File: config.mk
export PLATFORM = sky130hd
export DESIGN_NAME = maze_rom_arbiter_flat
export DESIGN_NICKNAME = d
export VERILOG_FILES = /design/src/rtl/maze_rom_arbiter_if.sv /design/src/rtl/maze_rom_arbiter.sv /design/src/flat_wrapper.sv
export SDC_FILE = /design/constraint.sdc
export NUM_CORES = 1
export LEC_CHECK = 0
export ABC_CLOCK_PERIOD_IN_PS = 2420
export CAP_MARGIN = 20
export CELL_PAD_IN_SITES_DETAIL_PLACEMENT = 0
export CELL_PAD_IN_SITES_GLOBAL_PLACEMENT = 1
export CORE_MARGIN = 5
export CORE_UTILIZATION = 24
export CTS_CLUSTER_SIZE = 20
export DETAILED_ROUTE_END_ITERATION = 8
export GPL_ROUTABILITY_DRIVEN = 0
export PLACE_DENSITY_LB_ADDON = 0.2
export SYNTH_ARGS = -nofsm -noshare
export SYNTH_HDL_FRONTEND = slang
export SYNTH_SLANG_ARGS = --single-unit
export TNS_END_PERCENT = 1
File: constraint.sdc
create_clock -name clk -period 2.42 [get_ports clk]
set_clock_uncertainty 0.15 [all_clocks]
set_input_delay 0.484 -clock clk [delete_from_list [all_inputs] [get_ports clk]]
set_output_delay 0.484 -clock clk [all_outputs]
set_load 0.005 [all_outputs]
File: src/rtl/maze_rom_arbiter_if.sv
// Bus bundle between the maze ROM arbiter, its two requesters and the ROM macro.
interface maze_rom_arbiter_if #(
    parameter int ADDR_W = 12,
    parameter int DATA_W = 16
);
    logic              disp_req;
    logic [ADDR_W-1:0] disp_addr;
    logic              disp_rvalid;
    logic [DATA_W-1:0] disp_rdata;
    logic              disp_miss;
    logic              game_req;
    logic [ADDR_W-1:0] game_addr;
    logic              game_gnt;
    logic              game_rvalid;
    logic [DATA_W-1:0] game_rdata;
    logic              rom_en;
    logic [ADDR_W-1:0] rom_addr;
    logic [DATA_W-1:0] rom_dout;
    logic [15:0]       miss_count;

    // Arbiter side
    modport slave (
        input  disp_req, disp_addr, game_req, game_addr, rom_dout,
        output disp_rvalid, disp_rdata, disp_miss, game_gnt, game_rvalid,
               game_rdata, rom_en, rom_addr, miss_count
    );

    // Requesters + ROM side
    modport master (
        output disp_req, disp_addr, game_req, game_addr, rom_dout,
        input  disp_rvalid, disp_rdata, disp_miss, game_gnt, game_rvalid,
               game_rdata, rom_en, rom_addr, miss_count
    );
endinterface

File: src/rtl/maze_rom_arbiter.sv
// Maze ROM arbiter: display port has fixed priority, the game port is granted
// when display is idle or after STARVE_LIMIT consecutive lost cycles. A tag
// pipeline matching the ROM latency routes returning data to its owner.
module maze_rom_arbiter #(
    parameter int ADDR_W       = 12,
    parameter int DATA_W       = 16,
    parameter int ROM_LAT      = 1,
    parameter int STARVE_LIMIT = 4
) (
    input  logic               clk,
    input  logic               rst,
    maze_rom_arbiter_if.slave  bus
);
    localparam logic [3:0] STARVE = 4'(STARVE_LIMIT);

    typedef enum logic [1:0] {G_IDLE = 2'd0, G_WAIT = 2'd1, G_BUSY = 2'd2} gstate_e;

    gstate_e            gstate_q, gstate_d;
    logic [3:0]         wait_cnt_q, wait_cnt_d;
    logic [ROM_LAT-1:0] tag_vld_q, tag_vld_d;
    logic [ROM_LAT-1:0] tag_own_q, tag_own_d;   // 1 = game owns the slot
    logic [15:0]        miss_cnt_q, miss_cnt_d;

    logic               game_eligible;
    logic               game_wins;
    logic               game_rvalid;
    logic [ADDR_W-1:0]  issue_addr;
    logic [DATA_W-1:0]  rdata;

    // Game FSM state and wait counter registers
    always_ff @(posedge clk or posedge rst) begin
        if (rst) begin
            gstate_q   <= G_IDLE;
            wait_cnt_q <= 4'd0;
        end else begin
            gstate_q   <= gstate_d;
            wait_cnt_q <= wait_cnt_d;
        end
    end

    // Game FSM next state; a dropped request in G_WAIT is tolerated
    always_comb begin
        gstate_d = gstate_q;
        unique case (gstate_q)
            G_IDLE: if (bus.game_req) gstate_d = game_wins ? G_BUSY : G_WAIT;
            G_WAIT: begin
                if (game_wins)          gstate_d = G_BUSY;
                else if (!bus.game_req) gstate_d = G_IDLE;
            end
            G_BUSY: if (game_rvalid)    gstate_d = G_IDLE;
            default:                    gstate_d = G_IDLE;
        endcase
    end

    // Issue decision: display first, game when display idle or starving
    always_comb begin
        game_eligible = bus.game_req && ((gstate_q == G_IDLE) || (gstate_q == G_WAIT));
        game_wins     = game_eligible && (!bus.disp_req || (wait_cnt_q == STARVE));
        issue_addr    = game_wins ? bus.game_addr : bus.disp_addr;
    end

    // Wait counter counts lost cycles only, capped at the starvation limit
    always_comb begin
        wait_cnt_d = wait_cnt_q;
        if (!bus.game_req || game_wins)
            wait_cnt_d = 4'd0;
        else if (game_eligible && (wait_cnt_q < STARVE))
            wait_cnt_d = wait_cnt_q + 4'd1;
    end

    // Tag shift register next state: stage 0 records who issued this cycle
    always_comb begin
        tag_vld_d = tag_vld_q;
        tag_own_d = tag_own_q;
        for (int i = ROM_LAT - 1; i > 0; i--) begin
            tag_vld_d[i] = tag_vld_q[i-1];
            tag_own_d[i] = tag_own_q[i-1];
        end
        tag_vld_d[0] = bus.rom_en;
        tag_own_d[0] = game_wins;
    end

    // Tag pipeline register; reset discards in-flight reads
    always_ff @(posedge clk or posedge rst) begin
        if (rst) begin
            tag_vld_q <= '0;
            tag_own_q <= '0;
        end else begin
            tag_vld_q <= tag_vld_d;
            tag_own_q <= tag_own_d;
        end
    end

    // Saturating miss counter next state
    always_comb begin
        miss_cnt_d = miss_cnt_q;
        if (bus.disp_miss && (miss_cnt_q != 16'hFFFF))
            miss_cnt_d = miss_cnt_q + 16'd1;
    end

    // Miss counter register
    always_ff @(posedge clk or posedge rst) begin
        if (rst) miss_cnt_q <= 16'd0;
        else     miss_cnt_q <= miss_cnt_d;
    end

    // Output drive: ROM request, grants and routed read data
    always_comb begin
        rdata           = bus.rom_dout;
        game_rvalid     = tag_vld_q[ROM_LAT-1] && tag_own_q[ROM_LAT-1];
        bus.rom_en      = bus.disp_req || game_eligible;
        bus.rom_addr    = issue_addr;
        bus.game_gnt    = game_wins;
        bus.disp_miss   = bus.disp_req && game_wins;
        bus.disp_rvalid = tag_vld_q[ROM_LAT-1] && !tag_own_q[ROM_LAT-1];
        bus.game_rvalid = game_rvalid;
        bus.disp_rdata  = rdata;
        bus.game_rdata  = rdata;
        bus.miss_count  = miss_cnt_q;
    end
endmodule

File: src/flat_wrapper.sv
// flat-port wrapper written by rule: the top's interface ports become plain ports
module maze_rom_arbiter_flat 
#(
    parameter int ADDR_W       = 12,
    parameter int DATA_W       = 16,
    parameter int ROM_LAT      = 1,
    parameter int STARVE_LIMIT = 4
)
  (clk, rst, bus_disp_req, bus_disp_addr, bus_game_req, bus_game_addr, bus_rom_dout, bus_disp_rvalid, bus_disp_rdata, bus_disp_miss, bus_game_gnt, bus_game_rvalid, bus_game_rdata, bus_rom_en, bus_rom_addr, bus_miss_count);
  maze_rom_arbiter_if #(.ADDR_W(ADDR_W), .DATA_W(DATA_W)) bus_i ();
  input  logic clk;
  input  logic rst;
  input wire logic [$bits(bus_i.disp_req)-1:0] bus_disp_req;
  input wire logic [$bits(bus_i.disp_addr)-1:0] bus_disp_addr;
  input wire logic [$bits(bus_i.game_req)-1:0] bus_game_req;
  input wire logic [$bits(bus_i.game_addr)-1:0] bus_game_addr;
  input wire logic [$bits(bus_i.rom_dout)-1:0] bus_rom_dout;
  output wire logic [$bits(bus_i.disp_rvalid)-1:0] bus_disp_rvalid;
  output wire logic [$bits(bus_i.disp_rdata)-1:0] bus_disp_rdata;
  output wire logic [$bits(bus_i.disp_miss)-1:0] bus_disp_miss;
  output wire logic [$bits(bus_i.game_gnt)-1:0] bus_game_gnt;
  output wire logic [$bits(bus_i.game_rvalid)-1:0] bus_game_rvalid;
  output wire logic [$bits(bus_i.game_rdata)-1:0] bus_game_rdata;
  output wire logic [$bits(bus_i.rom_en)-1:0] bus_rom_en;
  output wire logic [$bits(bus_i.rom_addr)-1:0] bus_rom_addr;
  output wire logic [$bits(bus_i.miss_count)-1:0] bus_miss_count;
  assign bus_i.disp_req = bus_disp_req;
  assign bus_i.disp_addr = bus_disp_addr;
  assign bus_i.game_req = bus_game_req;
  assign bus_i.game_addr = bus_game_addr;
  assign bus_i.rom_dout = bus_rom_dout;
  assign bus_disp_rvalid = bus_i.disp_rvalid;
  assign bus_disp_rdata = bus_i.disp_rdata;
  assign bus_disp_miss = bus_i.disp_miss;
  assign bus_game_gnt = bus_i.game_gnt;
  assign bus_game_rvalid = bus_i.game_rvalid;
  assign bus_game_rdata = bus_i.game_rdata;
  assign bus_rom_en = bus_i.rom_en;
  assign bus_rom_addr = bus_i.rom_addr;
  assign bus_miss_count = bus_i.miss_count;
  maze_rom_arbiter #(.ADDR_W(ADDR_W), .DATA_W(DATA_W), .ROM_LAT(ROM_LAT), .STARVE_LIMIT(STARVE_LIMIT)) u_core (.clk(clk), .rst(rst), .bus(bus_i));
endmodule
==> impl_metrics.xml, run 1 <==
<?xml version="1.0" encoding="UTF-8"?>
<metrics>
  <group name="cts">
    <metric name="root_buf_cell" unit="">sky130_fd_sc_hd__clkbuf_8</metric>
    <metric name="cts_bufs_inserted" unit="">3</metric>
    <metric name="clock_tree_from_tritoncts" unit="">yes</metric>
    <metric name="h-tree-depth" unit="">1</metric>
    <metric name="cts_sinks" unit="">24</metric>
    <metric name="path_clk_slew" unit="ns">0.09</metric>
    <metric name="ctsLongestPathBuffers" unit="">2</metric>
    <metric name="clock_latency" unit="ns">0.27</metric>
  </group>
  <group name="layout">
    <metric name="drive_above_1_share" unit="%">31.9</metric>
    <metric name="postLayoutCoreUtil" unit="%">37.3</metric>
    <metric name="finalNetCount" unit="">261</metric>
    <metric name="area_growth_syn_to_layout" unit="%">52.6</metric>
    <metric name="final-instance-count-excl-fill" unit="">290</metric>
    <metric name="multi_input_comb_area" unit="um2">708</metric>
    <metric name="layout.area.seq" unit="um2">601</metric>
    <metric name="fillers" unit="">664</metric>
    <metric name="antenna-diode-count" unit="">0</metric>
    <metric name="final_cell_mix" unit="">44 x sky130_fd_sc_hd__clkdlybuf4s50_1, 24 x sky130_fd_sc_hd__dfrtp_1, 22 x sky130_fd_sc_hd__buf_4, 18 x sky130_fd_sc_hd__buf_6, 10 x sky130_fd_sc_hd__xor2_1</metric>
    <metric name="final_area" unit="um2">2350</metric>
    <metric name="mostFrequentLayoutCell" unit="">sky130_fd_sc_hd__clkdlybuf4s50_1</metric>
  </group>
  <group name="die">
    <metric name="floorplan.initialDensity" unit="%">24.4</metric>
    <metric name="die_height" unit="um">90.1</metric>
    <metric name="floorplan.die_area" unit="um2">8130</metric>
    <metric name="die_width" unit="um">90.1</metric>
    <metric name="fp_rows" unit="">29</metric>
    <metric name="boundary_pin_count" unit="">109</metric>
    <metric name="core" unit="um2">6310</metric>
  </group>
  <group name="route">
    <metric name="detail_route.wl_per_cell" unit="um">13.3</metric>
    <metric name="remaining_drc_errors" unit="">0</metric>
    <metric name="vias" unit="">1255</metric>
    <metric name="routed_wirelength" unit="mm">3.87</metric>
    <metric name="drt_iter0_drc" unit="">34</metric>
    <metric name="drt-vias-per-instance" unit="">4.33</metric>
    <metric name="postRouteAntennaNets" unit="">0</metric>
    <metric name="drt_pass1_iterations" unit="">4</metric>
  </group>
  <group name="synth">
    <metric name="count_of_cell_types_in_the_netlist" unit="">31</metric>
    <metric name="synth_seq_area_share" unit="%">39.0</metric>
    <metric name="synthesis.area_per_instance" unit="um2">10.0</metric>
    <metric name="yosys_warnings" unit="">0</metric>
    <metric name="net_count_synth" unit="">201</metric>
    <metric name="synth-seq-cells" unit="">24</metric>
    <metric name="synth.cell_area" unit="um2">1540</metric>
    <metric name="netlist_instances" unit="">154</metric>
  </group>
  <group name="global_route">
    <metric name="grt_pass1_wl" unit="mm">6.54</metric>
    <metric name="grt_use_met1" unit="%">10.2</metric>
    <metric name="grt.met2_usage" unit="%">17.4</metric>
    <metric name="globalRouteMet3Util" unit="%">3.09</metric>
    <metric name="groute.usage.overall" unit="%">9.60</metric>
    <metric name="grt_antenna_before_repair" unit="">0</metric>
    <metric name="globalRouteOverflowTotal" unit="">0</metric>
    <metric name="grt_start_max_net_pins" unit="">25</metric>
    <metric name="grt_most_used_layer" unit="">met2</metric>
    <metric name="vias_in_the_first_global_route" unit="">1464</metric>
  </group>
  <group name="timing">
    <metric name="timing_max_transition_violations_final" unit="">0</metric>
    <metric name="layout_setup_ws" unit="ns">-0.159</metric>
    <metric name="fin_tns_setup" unit="ns">-1.60</metric>
    <metric name="timing.fmax" unit="MHz">388</metric>
    <metric name="tcrit_tclk_final" unit="%">107</metric>
    <metric name="grt_setup_unrepaired" unit="">yes</metric>
    <metric name="finalWorstPathRequiredPeriod" unit="ns">2.58</metric>
    <metric name="maxSlewHeadroom" unit="%">75.3</metric>
    <metric name="setup_violations" unit="">12</metric>
    <metric name="worst_pin_slew" unit="ns">0.367</metric>
    <metric name="timing.final.hold_violations" unit="">0</metric>
  </group>
  <group name="placement">
    <metric name="place_hpwl" unit="mm">2.99</metric>
    <metric name="cell_total_after_placement" unit="">274</metric>
    <metric name="placed_area" unit="um2">2120</metric>
    <metric name="buffer_ports.inserted" unit="">60</metric>
    <metric name="pre_cts_setup_slack" unit="ns">-0.457</metric>
  </group>
  <group name="critical_path">
    <metric name="maximum_net_fanout_on_the_critical_path" unit="">6</metric>
    <metric name="timing.critical_path.arrival" unit="ns">1.95</metric>
    <metric name="worstSetupEndpointType" unit="">primary output</metric>
    <metric name="worst-r2r-cell-count" unit="">8</metric>
    <metric name="startpoint_type" unit="">flip-flop</metric>
    <metric name="worst_ep_required_time" unit="ns">1.79</metric>
    <metric name="worstSetupPathType" unit="">reg2out</metric>
  </group>
  <group name="pwr">
    <metric name="cellPowerDensity" unit="nW/um2">566</metric>
    <metric name="peakVddDrop" unit="mV">0.318</metric>
    <metric name="power_leakage" unit="nW">1.11</metric>
  </group>
  <group name="outcome">
    <metric name="failing_checks" unit="">negative setup slack</metric>
    <metric name="status" unit="">complete, but fails checks</metric>
  </group>
  <group name="job">
    <metric name="maxCapViolCount" unit="">0</metric>
  </group>
  <group name="hold_path">
    <metric name="hold-path-cell-count" unit="">2</metric>
    <metric name="worstHoldPathType" unit="">reg2reg</metric>
  </group>
</metrics>
==> final timing paths <==
check | from | to | slack, ns
worst min register to register | u_core.gstate_q[0]$_DFFE_PP0P_ | u_core.gstate_q[1]$_DFFE_PP0P_ | 0.35
worst max-delay path | u_core.wait_cnt_q[0]$_DFFE_PP0P_ | bus_rom_addr[11] | -0.16
max in group asynchronous | rst | u_core.bus.miss_count[3]$_DFFE_PP0P_ | 1.47
worst min-delay path | u_core.gstate_q[0]$_DFFE_PP0P_ | u_core.gstate_q[1]$_DFFE_PP0P_ | 0.35
worst max register to register | u_core.wait_cnt_q[0]$_DFFE_PP0P_ | u_core.bus.miss_count[13]$_DFFE_PP0P_ | 0.29
min in group asynchronous | rst | u_core.tag_vld_q$_DFF_PP0_ | 0.41
==> per-layer routing <==
layer,routed length [um],part of all wire (%),vias to the layer above
met4,57,1.5,0
met5,0,0,-
li1,-,-,603
met3,396,10,7
met1,1480,38,589
met2,1940,50,56
==> Yosys cell counts <==
master | n | area [um2]
sky130_fd_sc_hd__or2b_1 | 1 | 7.51
sky130_fd_sc_hd__a21oi_1 | 2 | 10.0
sky130_fd_sc_hd__buf_4 | 32 | 240
sky130_fd_sc_hd__nand2b_1 | 4 | 25.0
sky130_fd_sc_hd__nand4_1 | 8 | 50.1
sky130_fd_sc_hd__o21bai_1 | 1 | 7.51
sky130_fd_sc_hd__and2_1 | 1 | 6.26
sky130_fd_sc_hd__and3_1 | 1 | 6.26
sky130_fd_sc_hd__xnor2_1 | 6 | 52.6
sky130_fd_sc_hd__nor2b_1 | 3 | 18.8
sky130_fd_sc_hd__mux2i_1 | 1 | 10.0
sky130_fd_sc_hd__dfrtp_1 | 24 | 601
sky130_fd_sc_hd__mux2_2 | 13 | 146
sky130_fd_sc_hd__nor2_1 | 9 | 33.8
sky130_fd_sc_hd__nor3b_1 | 1 | 7.51
sky130_fd_sc_hd__or2_2 | 1 | 6.26
sky130_fd_sc_hd__inv_1 | 7 | 26.3
sky130_fd_sc_hd__or3b_1 | 1 | 8.76
sky130_fd_sc_hd__nor3_1 | 4 | 20.0
sky130_fd_sc_hd__clkbuf_1 | 1 | 3.75
sky130_fd_sc_hd__or4_4 | 1 | 11.3
sky130_fd_sc_hd__nand3_1 | 3 | 15.0
sky130_fd_sc_hd__nand2_1 | 5 | 18.8
sky130_fd_sc_hd__ha_1 | 3 | 37.5
sky130_fd_sc_hd__xor2_1 | 10 | 87.6
sky130_fd_sc_hd__buf_2 | 2 | 10.0
sky130_fd_sc_hd__nor3_2 | 3 | 30.0
sky130_fd_sc_hd__nor4b_1 | 1 | 8.76
sky130_fd_sc_hd__nand4b_1 | 1 | 8.76
sky130_fd_sc_hd__nand3b_1 | 1 | 7.51
sky130_fd_sc_hd__nor4_1 | 3 | 18.8
==> metrics by stage <==
stage / hold WS (ns) / total power, mW
floorplan: 0.319 / 0.689
global placement: 0.335 / 0.874
detailed placement: 0.337 / 0.880
CTS: 0.350 / 1.32
global route: 0.360 / 1.42
finish: 0.347 / 1.33
==> power breakdown <==
part	total (mW)	leakage [nW]	switching (mW)	internal (mW)
clock network	0.354	0.0357	0.133	0.221
registers	0.463	0.317	0.0243	0.438
logic	0.516	0.760	0.182	0.334
total	1.33	1.11	0.339	0.994
==> kinds of logic (layout without fill, tap and decap cells) <==
group,after synthesis,after routing,share of synthesized area [%]
and+or+nand+nor,52,52,20.1
DFF,24,24,39.0
adders and majority gates,3,3,2.44
xor gates and xnor gates,16,16,9.09
AOI/OAI and AO/OA,3,3,1.14
muxes,14,14,10.1
buffers and inverters,42,101,18.2
==> registers in the layout, summed over array words and instances (netlist names) <==
name                   flops
u_core.bus.miss_count     16
u_core.gstate_q            2
u_core.tag_own_q           1
u_core.tag_vld_q           1
u_core.wait_cnt_q          4
==> repair_timing <==
item	CTS	global route
cloned	1	0
setup buffers	9	2
gates resized for setup	79	5
endpoints found under the hold margin	0	0
setup endpoints to repair	15	13
hold buffers	0	0
pin swaps	4	2
==> critical path: stages, from the launching register on <==
cell and delay [ns]:
sky130_fd_sc_hd__dfrtp_1 0.39, sky130_fd_sc_hd__inv_1 0.06, sky130_fd_sc_hd__ha_2 0.17, sky130_fd_sc_hd__nand3b_1 0.13
sky130_fd_sc_hd__a21oi_2 0.25, sky130_fd_sc_hd__buf_6 0.16, sky130_fd_sc_hd__buf_6 0.10, sky130_fd_sc_hd__mux2_4 0.30
sky130_fd_sc_hd__buf_6 0.12
==> layout make-up <==
class	instances	area share, %
Multi-Input combinational cell	88	30.1
Clock inverter	1	1.28
Clock buffer	3	1.76
Inverter	7	1.12
Tap cell	77	4.10
Timing Repair Buffer	90	36.1
Sequential cell	24	25.5
Note: power is estimated with default switching activity, not from simulation.
==> run 2, diff against run 1 <==
Settings changed: ABC_CLOCK_PERIOD_IN_PS 2420 to 3190, CORE_UTILIZATION 24 to 47, DONT_BUFFER_PORTS set to 1.
Clock period 2.42 ns to 3.19 ns, I/O delays scaled along.
==> impl_metrics.xml, run 2 (synthesis gave the netlist of run 1 again) <==
<?xml version="1.0" encoding="UTF-8"?>
<metrics>
  <group name="critical_path">
    <metric name="worst_ep_required_time" unit="ns">2.40</metric>
    <metric name="regToRegSetupSlack" unit="ns">1.01</metric>
    <metric name="worst-r2r-cell-count" unit="">5</metric>
    <metric name="cp_cell_sequence" unit="">inv_1, ha_1, nand3b_1, a21oi_1, buf_4, mux2_2</metric>
    <metric name="cp_top_family" unit="">flip-flops</metric>
    <metric name="maximum_net_fanout_on_the_critical_path" unit="">16</metric>
    <metric name="r2r-start" unit="">u_core.bus.miss_count[1]$_DFFE_PP0P_</metric>
    <metric name="critical_path.reg2reg.endpoint" unit="">u_core.bus.miss_count[10]$_DFFE_PP0P_</metric>
    <metric name="worstSetupEndpointType" unit="">primary output</metric>
    <metric name="critPathBufInv" unit="">2</metric>
    <metric name="timing.critical_path.arrival" unit="ns">1.84</metric>
    <metric name="slowest_delay" unit="ns">0.43</metric>
    <metric name="worstSetupPathType" unit="">reg2out</metric>
    <metric name="critPathSlowestCell" unit="">sky130_fd_sc_hd__dfrtp_1</metric>
    <metric name="startpoint_type" unit="">flip-flop</metric>
  </group>
  <group name="timing">
    <metric name="finalWorstPathRequiredPeriod" unit="ns">2.62</metric>
    <metric name="timing_max_transition_violations_final" unit="">0</metric>
    <metric name="grt_setup_unrepaired" unit="">no</metric>
    <metric name="worst_pin_slew" unit="ns">0.876</metric>
    <metric name="timing.fmax" unit="MHz">381</metric>
    <metric name="fin_tns_setup" unit="ns">0</metric>
    <metric name="maxSlewHeadroom" unit="%">41.5</metric>
    <metric name="setup_violations" unit="">0</metric>
    <metric name="whs" unit="ns">0.228</metric>
    <metric name="layout_setup_ws" unit="ns">0.565</metric>
    <metric name="timing.final.hold_violations" unit="">0</metric>
    <metric name="tcrit_tclk_final" unit="%">82.3</metric>
  </group>
  <group name="placement">
    <metric name="pre_cts_setup_slack" unit="ns">0.914</metric>
    <metric name="placed_area" unit="um2">1360</metric>
    <metric name="place_hpwl" unit="mm">2.33</metric>
    <metric name="buffer_ports.inserted" unit="">0</metric>
  </group>
  <group name="layout">
    <metric name="finalNetCount" unit="">173</metric>
    <metric name="drive_above_1_share" unit="%">19.2</metric>
    <metric name="fillers" unit="">326</metric>
    <metric name="final_cell_mix" unit="">24 x sky130_fd_sc_hd__dfrtp_1, 13 x sky130_fd_sc_hd__mux2_2, 10 x sky130_fd_sc_hd__xor2_1, 9 x sky130_fd_sc_hd__nor2_1, 8 x sky130_fd_sc_hd__nand4_1</metric>
    <metric name="antenna-diode-count" unit="">0</metric>
    <metric name="area_growth_syn_to_layout" unit="%">-9.58</metric>
    <metric name="final_area" unit="um2">1390</metric>
    <metric name="largest_reg_flops" unit="">16</metric>
    <metric name="mostFrequentLayoutCell" unit="">sky130_fd_sc_hd__dfrtp_1</metric>
  </group>
  <group name="outcome">
    <metric name="status" unit="">finished clean</metric>
  </group>
  <group name="cts">
    <metric name="clock_latency" unit="ns">0.31</metric>
    <metric name="post-cts-setup-buffer-count" unit="">0</metric>
    <metric name="clock_tree_from_tritoncts" unit="">yes</metric>
    <metric name="path_clk_slew" unit="ns">0.13</metric>
    <metric name="cts_sinks" unit="">24</metric>
    <metric name="hold_buffers" unit="">0</metric>
    <metric name="h-tree-depth" unit="">1</metric>
    <metric name="ctsLongestPathBuffers" unit="">2</metric>
    <metric name="cts_bufs_inserted" unit="">3</metric>
    <metric name="ctsResizeCount" unit="">0</metric>
    <metric name="root_buf_cell" unit="">sky130_fd_sc_hd__clkbuf_4</metric>
  </group>
  <group name="route">
    <metric name="vias" unit="">922</metric>
    <metric name="detail_route.wl_per_cell" unit="um">17.5</metric>
    <metric name="postRouteAntennaNets" unit="">0</metric>
    <metric name="routed_wirelength" unit="mm">2.95</metric>
    <metric name="drt_pass1_iterations" unit="">4</metric>
    <metric name="drt-vias-per-instance" unit="">5.46</metric>
    <metric name="remaining_drc_errors" unit="">0</metric>
    <metric name="drt_iter0_drc" unit="">61</metric>
  </group>
  <group name="global_route">
    <metric name="vias_in_the_first_global_route" unit="">928</metric>
    <metric name="grt_pass1_wl" unit="mm">4.64</metric>
    <metric name="grt_antenna_before_repair" unit="">0</metric>
    <metric name="globalRouteOverflowTotal" unit="">0</metric>
    <metric name="grt_start_max_net_pins" unit="">25</metric>
    <metric name="groute.usage.overall" unit="%">13.3</metric>
  </group>
  <group name="die">
    <metric name="die_height" unit="um">67.3</metric>
    <metric name="die_width" unit="um">67.3</metric>
    <metric name="boundary_pin_count" unit="">109</metric>
    <metric name="fp_rows" unit="">20</metric>
    <metric name="floorplan.initialDensity" unit="%">49.7</metric>
    <metric name="floorplan.die_area" unit="um2">4530</metric>
    <metric name="core" unit="um2">3100</metric>
  </group>
  <group name="hold_path">
    <metric name="worstHoldPathType" unit="">in2async</metric>
  </group>
  <group name="job">
    <metric name="maxCapViolCount" unit="">0</metric>
  </group>
  <group name="pwr">
    <metric name="power_leakage" unit="nW">0.653</metric>
    <metric name="peakVddDrop" unit="mV">0.211</metric>
    <metric name="fin_total_pwr" unit="mW">0.676</metric>
    <metric name="cellPowerDensity" unit="nW/um2">485</metric>
  </group>
</metrics>
## run 2: cell types whose count changed in the layout (fill, tap and decap cells not counted), moves of 2 or more
cell / change
sky130_fd_sc_hd__buf_2: -3
sky130_fd_sc_hd__dlygate4sd2_1: -3
sky130_fd_sc_hd__buf_6: -18
sky130_fd_sc_hd__mux2_4: -9
sky130_fd_sc_hd__clkdlybuf4s50_1: -44
sky130_fd_sc_hd__mux2_2: +9
sky130_fd_sc_hd__buf_4: -20
sky130_fd_sc_hd__clkbuf_8: -2
sky130_fd_sc_hd__clkbuf_4: +3
## run 2: metrics by stage
| stage | util [%] | instances |
|---|---|---|
| 2_1_floorplan | - | 154 |
| 3_3_place_gp | 43.8 | 165 |
| 3_5_place_dp | 43.8 | 165 |
| 4_1_cts | 44.9 | 169 |
| 5_1_grt | 44.9 | 169 |
| 6_report | 44.9 | 169 |
## run 2: power breakdown
part | switching, mW | total [mW] | internal [mW]
clock | 0.0917 | 0.161 | 0.0697
sequential | 0.0295 | 0.362 | 0.333
combinational | 0.0755 | 0.152 | 0.0767
total | 0.197 | 0.676 | 0.479
## run 2: worst max-delay path by stage
stage / from / cells after the start / slack [ns] / endpoint
after floorplan: u_core.wait_cnt_q[0]$_DFFE_PP0P_ / 6 / 0.74 / bus_rom_addr[10]
after global placement: u_core.wait_cnt_q[0]$_DFFE_PP0P_ / 6 / 0.96 / bus_rom_addr[10]
after detailed placement: u_core.wait_cnt_q[0]$_DFFE_PP0P_ / 6 / 0.91 / bus_rom_addr[10]
after CTS: u_core.wait_cnt_q[0]$_DFFE_PP0P_ / 6 / 0.54 / bus_rom_addr[10]
after global routing: u_core.wait_cnt_q[0]$_DFFE_PP0P_ / 6 / 0.46 / bus_rom_addr[7]
final: u_core.wait_cnt_q[0]$_DFFE_PP0P_ / 6 / 0.57 / bus_rom_addr[10]
## run 2: per-layer routing
layer  share of wire [%]  GRT usage [%]
met5                   0              0
met1                  40           17.5
met4                 2.3           6.08
met3                 6.9           4.16
met2                  50           19.8
## run 2: layout make-up
type | count | area (um2) | area share [%]
clock buffer | 4 | 36.3 | 2.60
inverter | 7 | 26.3 | 1.89
multi-input combinational | 88 | 661 | 47.4
sequential | 24 | 601 | 43.1
tap | 44 | 55.1 | 3.95
timing repair buffer | 2 | 15.0 | 1.08
